===== src/rtl/hazard_controller.sv =====
// hazard_controller: RV32I five-stage pipeline sequencer.
// Detects decode-vs-execute/memory register dependencies, registers the
// execute-stage forwarding selects, and sequences load-use stalls and
// taken-branch flushes through a small FSM.
// Optional feature macro: HAZARD_PERF_CNT_EN adds stall_count / flush_count.
module hazard_controller #(
  parameter int unsigned FLUSH_CYCLES = 2,
  parameter int unsigned REG_ADDR_W   = 5
) (
  input  logic                  clk,
  input  logic                  rst_n,
  input  logic [REG_ADDR_W-1:0] rs1_addr_dec,
  input  logic [REG_ADDR_W-1:0] rs2_addr_dec,
  input  logic                  rs1_used_dec,
  input  logic                  rs2_used_dec,
  input  logic [REG_ADDR_W-1:0] rd_addr_ex,
  input  logic                  reg_write_ex,
  input  logic                  is_load_ex,
  input  logic [REG_ADDR_W-1:0] rd_addr_mem,
  input  logic                  reg_write_mem,
  input  logic                  branch_taken_ex,
  output logic [1:0]            forward_control_src1,
  output logic [1:0]            forward_control_src2,
  output logic                  stall_fetch,
  output logic                  stall_decode,
  output logic                  bubble_execute,
  output logic                  flush_decode,
  output logic [1:0]            state_out
`ifdef HAZARD_PERF_CNT_EN
  ,
  output logic [31:0]           stall_count,
  output logic [31:0]           flush_count
`endif
);

  typedef enum logic [1:0] {
    RUN        = 2'b00,
    LOAD_STALL = 2'b01,
    FLUSH      = 2'b10
  } state_t;

  localparam logic [2:0] FLUSH_LOAD = 3'(FLUSH_CYCLES - 1);

  state_t     state_q, state_d;
  logic [2:0] cnt_q, cnt_d;
  logic [1:0] fwd1_d, fwd2_d;
  logic       match_ex_1, match_ex_2, match_mem_1, match_mem_2;
  logic       load_use;

  // Dependency compare of the decode sources against in-flight destinations
  always_comb begin
    match_ex_1  = rs1_used_dec & reg_write_ex  & (rd_addr_ex  == rs1_addr_dec) & (rs1_addr_dec != '0);
    match_ex_2  = rs2_used_dec & reg_write_ex  & (rd_addr_ex  == rs2_addr_dec) & (rs2_addr_dec != '0);
    match_mem_1 = rs1_used_dec & reg_write_mem & (rd_addr_mem == rs1_addr_dec) & (rs1_addr_dec != '0);
    match_mem_2 = rs2_used_dec & reg_write_mem & (rd_addr_mem == rs2_addr_dec) & (rs2_addr_dec != '0);
    load_use    = is_load_ex & (match_ex_1 | match_ex_2);
  end

  // Forward select candidates; the execute-stage producer wins over memory
  always_comb begin
    fwd1_d = 2'b00;
    fwd2_d = 2'b00;
    if (match_ex_1 && !is_load_ex) fwd1_d = 2'b01;
    else if (match_mem_1)          fwd1_d = 2'b10;
    if (match_ex_2 && !is_load_ex) fwd2_d = 2'b01;
    else if (match_mem_2)          fwd2_d = 2'b10;
  end

  // Next-state and pipeline control decode
  always_comb begin
    state_d        = state_q;
    cnt_d          = cnt_q;
    stall_fetch    = 1'b0;
    stall_decode   = 1'b0;
    bubble_execute = 1'b0;
    flush_decode   = 1'b0;
    unique case (state_q)
      RUN: begin
        if (branch_taken_ex) begin
          // the branch cycle itself is the first squash cycle
          flush_decode   = 1'b1;
          bubble_execute = 1'b1;
          if (FLUSH_CYCLES > 1) begin
            state_d = FLUSH;
            cnt_d   = FLUSH_LOAD;
          end
        end else if (load_use) begin
          stall_fetch    = 1'b1;
          stall_decode   = 1'b1;
          bubble_execute = 1'b1;
          state_d        = LOAD_STALL;
        end
      end
      LOAD_STALL: state_d = RUN;
      FLUSH: begin
        // branch_taken_ex is ignored: only bubbles occupy execute here
        if (cnt_q != '0) begin
          flush_decode   = 1'b1;
          bubble_execute = 1'b1;
          cnt_d          = cnt_q - 3'd1;
        end
        if (cnt_q <= 3'd1) state_d = RUN;
      end
      default: state_d = RUN;
    endcase
    if (!rst_n) begin
      stall_fetch    = 1'b0;
      stall_decode   = 1'b0;
      bubble_execute = 1'b0;
      flush_decode   = 1'b0;
    end
  end

  // State, flush counter and forward select registers
  always_ff @(posedge clk or negedge rst_n) begin
    if (!rst_n) begin
      state_q              <= RUN;
      cnt_q                <= '0;
      forward_control_src1 <= 2'b00;
      forward_control_src2 <= 2'b00;
    end else begin
      state_q <= state_d;
      cnt_q   <= cnt_d;
      // squash cycles clear the selects; a load-use stall keeps them
      if (flush_decode) begin
        forward_control_src1 <= 2'b00;
        forward_control_src2 <= 2'b00;
      end else if (!stall_decode) begin
        forward_control_src1 <= fwd1_d;
        forward_control_src2 <= fwd2_d;
      end
    end
  end

  assign state_out = state_q;

`ifdef HAZARD_PERF_CNT_EN
  // Performance counters for stall and flush cycles, wrapping at 2^32
  always_ff @(posedge clk or negedge rst_n) begin
    if (!rst_n) begin
      stall_count <= '0;
      flush_count <= '0;
    end else begin
      if (stall_fetch)  stall_count <= stall_count + 32'd1;
      if (flush_decode) flush_count <= flush_count + 32'd1;
    end
  end
`endif

endmodule


===== config.mk =====
export PLATFORM = sky130hd
export DESIGN_NAME = hazard_controller
export DESIGN_NICKNAME = d
export VERILOG_FILES = /design/src/rtl/hazard_controller.sv
export SDC_FILE = /design/constraint.sdc
export NUM_CORES = 1
export LEC_CHECK = 0
export BUFFER_PORTS_ARGS = -buffer_cell sky130_fd_sc_hd__buf_2
export CAP_MARGIN = 10
export CORE_ASPECT_RATIO = 1.4
export CORE_MARGIN = 2
export CORE_UTILIZATION = 36
export DETAILED_ROUTE_END_ITERATION = 6
export PLACE_DENSITY = 0.66
export REMOVE_ABC_BUFFERS = 1
export SLEW_MARGIN = 20
export SYNTH_ARGS = -nofsm -noshare
export SYNTH_HDL_FRONTEND = slang
export SYNTH_SLANG_ARGS = --single-unit

===== constraint.sdc =====
create_clock -name clk -period 2.8 [get_ports clk]
set_input_delay 0.42 -clock clk [delete_from_list [all_inputs] [get_ports clk]]
set_output_delay 0.42 -clock clk [all_outputs]
set_load 0.01 [all_outputs]

==> results.txt <==
WHS - 0.02185 ns
final core utilization - 0.5000
max_cap viols - 0
largest net degree at the start of global routing - 14
antenna violation net count after detailed routing - 0
highest clock rate - 0.4412 GHz
clock power share - 0.182
Initial DRC Count - 7
Critical R2R Launch - cnt_q[0]
Setup crit start kind - primary input
clock slew at reported path FFs - 0.06 ns
Yosys warnings - 0
sequential share of power - 0.351
Port Buf Inserts - 37
Tot GR Track Use - 0.1610
syn avg cell area - 9.256 um^2
cts repair resizes - 0
clk_skew - 0.001137 ns
GP Congestion - 0.8221
Ports - 38
CTS tree - built
CP endpoint kind - output pin
Pre-antenna DRT Iters - 3
reg2reg path depth - 7
clk sink count - 9
status - complete, no violations
Top FF cell, synth - dfrtp_1
Period Utilization, post-route - 0.8096
Post-synth EDFFs - 0
Sw Ratio - 0.3900
critical path type - in2out
Mapped Area - 768.2 um^2
WP data required - 2.38 ns
initial antenna violation count - 0
largest area contributor in the netlist - dfrtp_1
Mapped Cells - 83
Worst Path Arrival - 1.85 ns
RSZ-0062 raised after global routing - false
Post-Route WL - 1832 um
Least-Margin Pin Slew - 0.4682 ns
DP Area - 972.2 um^2
fin nets - 155
leak pwr - 0.4960 nW
crit path max fanout - 5
Comb pwr share - 0.467
drt wl/cell - 12.72 um
synth top area cells - dfrtp_1 29%, xnor2_1 16%, xor2_1 6.8%
Reg2Reg Setup Slack - 0.67 ns
number of cell rows - 19
total gr overflow - 0
sequential area share after synthesis - 0.2932
post-synth top area share - 0.2932
total vias in the final route - 772
Worst Hold Class - in2async
# DRC - 0
fin area - 998.5 um^2
post-synthesis async set-or-reset flop share - 1.000
Sum Neg Setup Slack - 0 ns
vias per cell - 5.361
CTS buffer count - 3
R2R Path End - forward_control_src1[1]
Root Driver - clkbuf_4
pwr dens - 538.2 nW/um^2
CTS Hold Bufs - 0
dpl hpwl - 1651 um
H-tree depth - 1
Total Die Area - 2525 um^2
Synth cell types - 31
clk buf depth - 2
Commonest cells post-synth - 14 x xnor2_1, 9 x dfrtp_1, 6 x xor2_1
Core ar. - 1997 um^2
final hold vios - 0
# setup viols final - 0
global-route wire length before repair - 3125 um
diode count - 0
VDD IR max - 0.1763 mV
Place WS - 0.5570 ns
share of cells above drive strength 1 - 0.3821
vias in the first global route - 787
minimum clock period - 2.267 ns
setup ws final - 0.5332 ns
postcts setup bufs - 0
initial core utilization - 0.3847
Die X-Extent - 43.04 um
Vert. Die Dim - 58.66 um
Area growth syn-to-layout - 29.97%
Internal - 0.0003278 W
count leader, synth - xnor2_1
max-slew violations - 0
switching power of the nets - 0.0002096 W
Slew headroom - 0.6798
post-synthesis sequential element count - 9
Skew-Pair Late Insertion Delay - 0.26 ns
[cell families (layout without fill, tap and decap cells)]
logic type / Yosys count / after routing / synth area share
AOI/OAI and AO/OA: 20 / 20 / 0.2020
xor gates and xnor gates: 20 / 20 / 0.2280
adders and majority gates: 3 / 3 / 0.04887
buffers and inverters: 6 / 46 / 0.03421
DFF: 9 / 9 / 0.2932
muxes: 2 / 2 / 0.02931
and+or+nand+nor: 23 / 23 / 0.1645
[per-stage QoR]
step	instances	total power [W]
6_report	144	0.0005374
5_1_grt	144	0.0005916
4_1_cts	144	0.0005456
3_5_place_dp	140	0.0004461
3_3_place_gp	140	0.0004363
2_1_floorplan	82	0.0003517
[power by group through the flow]
stage,combinational [W],clock [W],sequential [W]
finish,0.000251,0.0000976,0.000189
global route,0.000291,0.000106,0.000195
CTS,0.000254,0.000101,0.000190
detailed placement,0.000254,0,0.000192
global placement,0.000246,0,0.000190
floorplan,0.000164,0,0.000187
[flip-flops by register name (all words and copies together) (netlist names)]
register and flops:
state_out 2, forward_control_src1 2, forward_control_src2 2, cnt_q 3
[worst max path at each step]
stage                          from              to  slack [ns]  cells past startpoint
finish              rs2_addr_dec[0]  bubble_execute        0.53                      7
global route        rs2_addr_dec[4]  bubble_execute        0.35                      7
CTS                 rs2_addr_dec[0]  bubble_execute        0.55                      7
detailed placement  rs2_addr_dec[0]  bubble_execute        0.56                      7
global placement    rs2_addr_dec[0]  bubble_execute        0.58                      7
floorplan           rs2_addr_dec[0]  bubble_execute        0.84                      5
[routing by layer]
| layer | vias up | global-route usage | routed length [um] |
|---|---|---|---|
| li1 | 374 | - | - |
| met1 | 363 | 0.1483 | 617 |
| met2 | 31 | 0.3420 | 1072 |
| met3 | 4 | 0.01534 | 119 |
| met4 | 0 | 0.06494 | 23 |
| met5 | - | 0 | 0 |
[cell type report]
| class | count | area, um^2 |
|---|---|---|
| tap | 21 | 26.28 |
| clock buffer | 4 | 26.28 |
| multi-input combinational | 68 | 516.7 |
| fill | 212 | 998.5 |
| sequential | 9 | 225.2 |
| inverter | 5 | 18.77 |
| timing repair buffer | 37 | 185.2 |
[worst max-delay path: stages]
cell and delay (ns):
buf_2 0.12, or4_1 0.54, o21ai_2 0.14, nor3_1 0.11
o21ai_0 0.24, a21boi_0 0.13, buf_2 0.15
[cell usage in the layout, fill, tap and decap left out, types with 2 or more instances in the layout]
cell and count:
a2111oi_0 2, a21oi_1 2, a22o_1 3, buf_2 37
clkbuf_4 3, dfrtp_1 9, ha_1 3, inv_1 5
nand2_1 4, nand3_1 3, nand4_1 2, nor2_1 3
nor2b_1 2, nor3_1 5, o21ai_0 2, o21ai_2 2
o21bai_1 2, xnor2_1 14, xor2_1 6
Note: power is estimated with default switching activity, not from simulation.
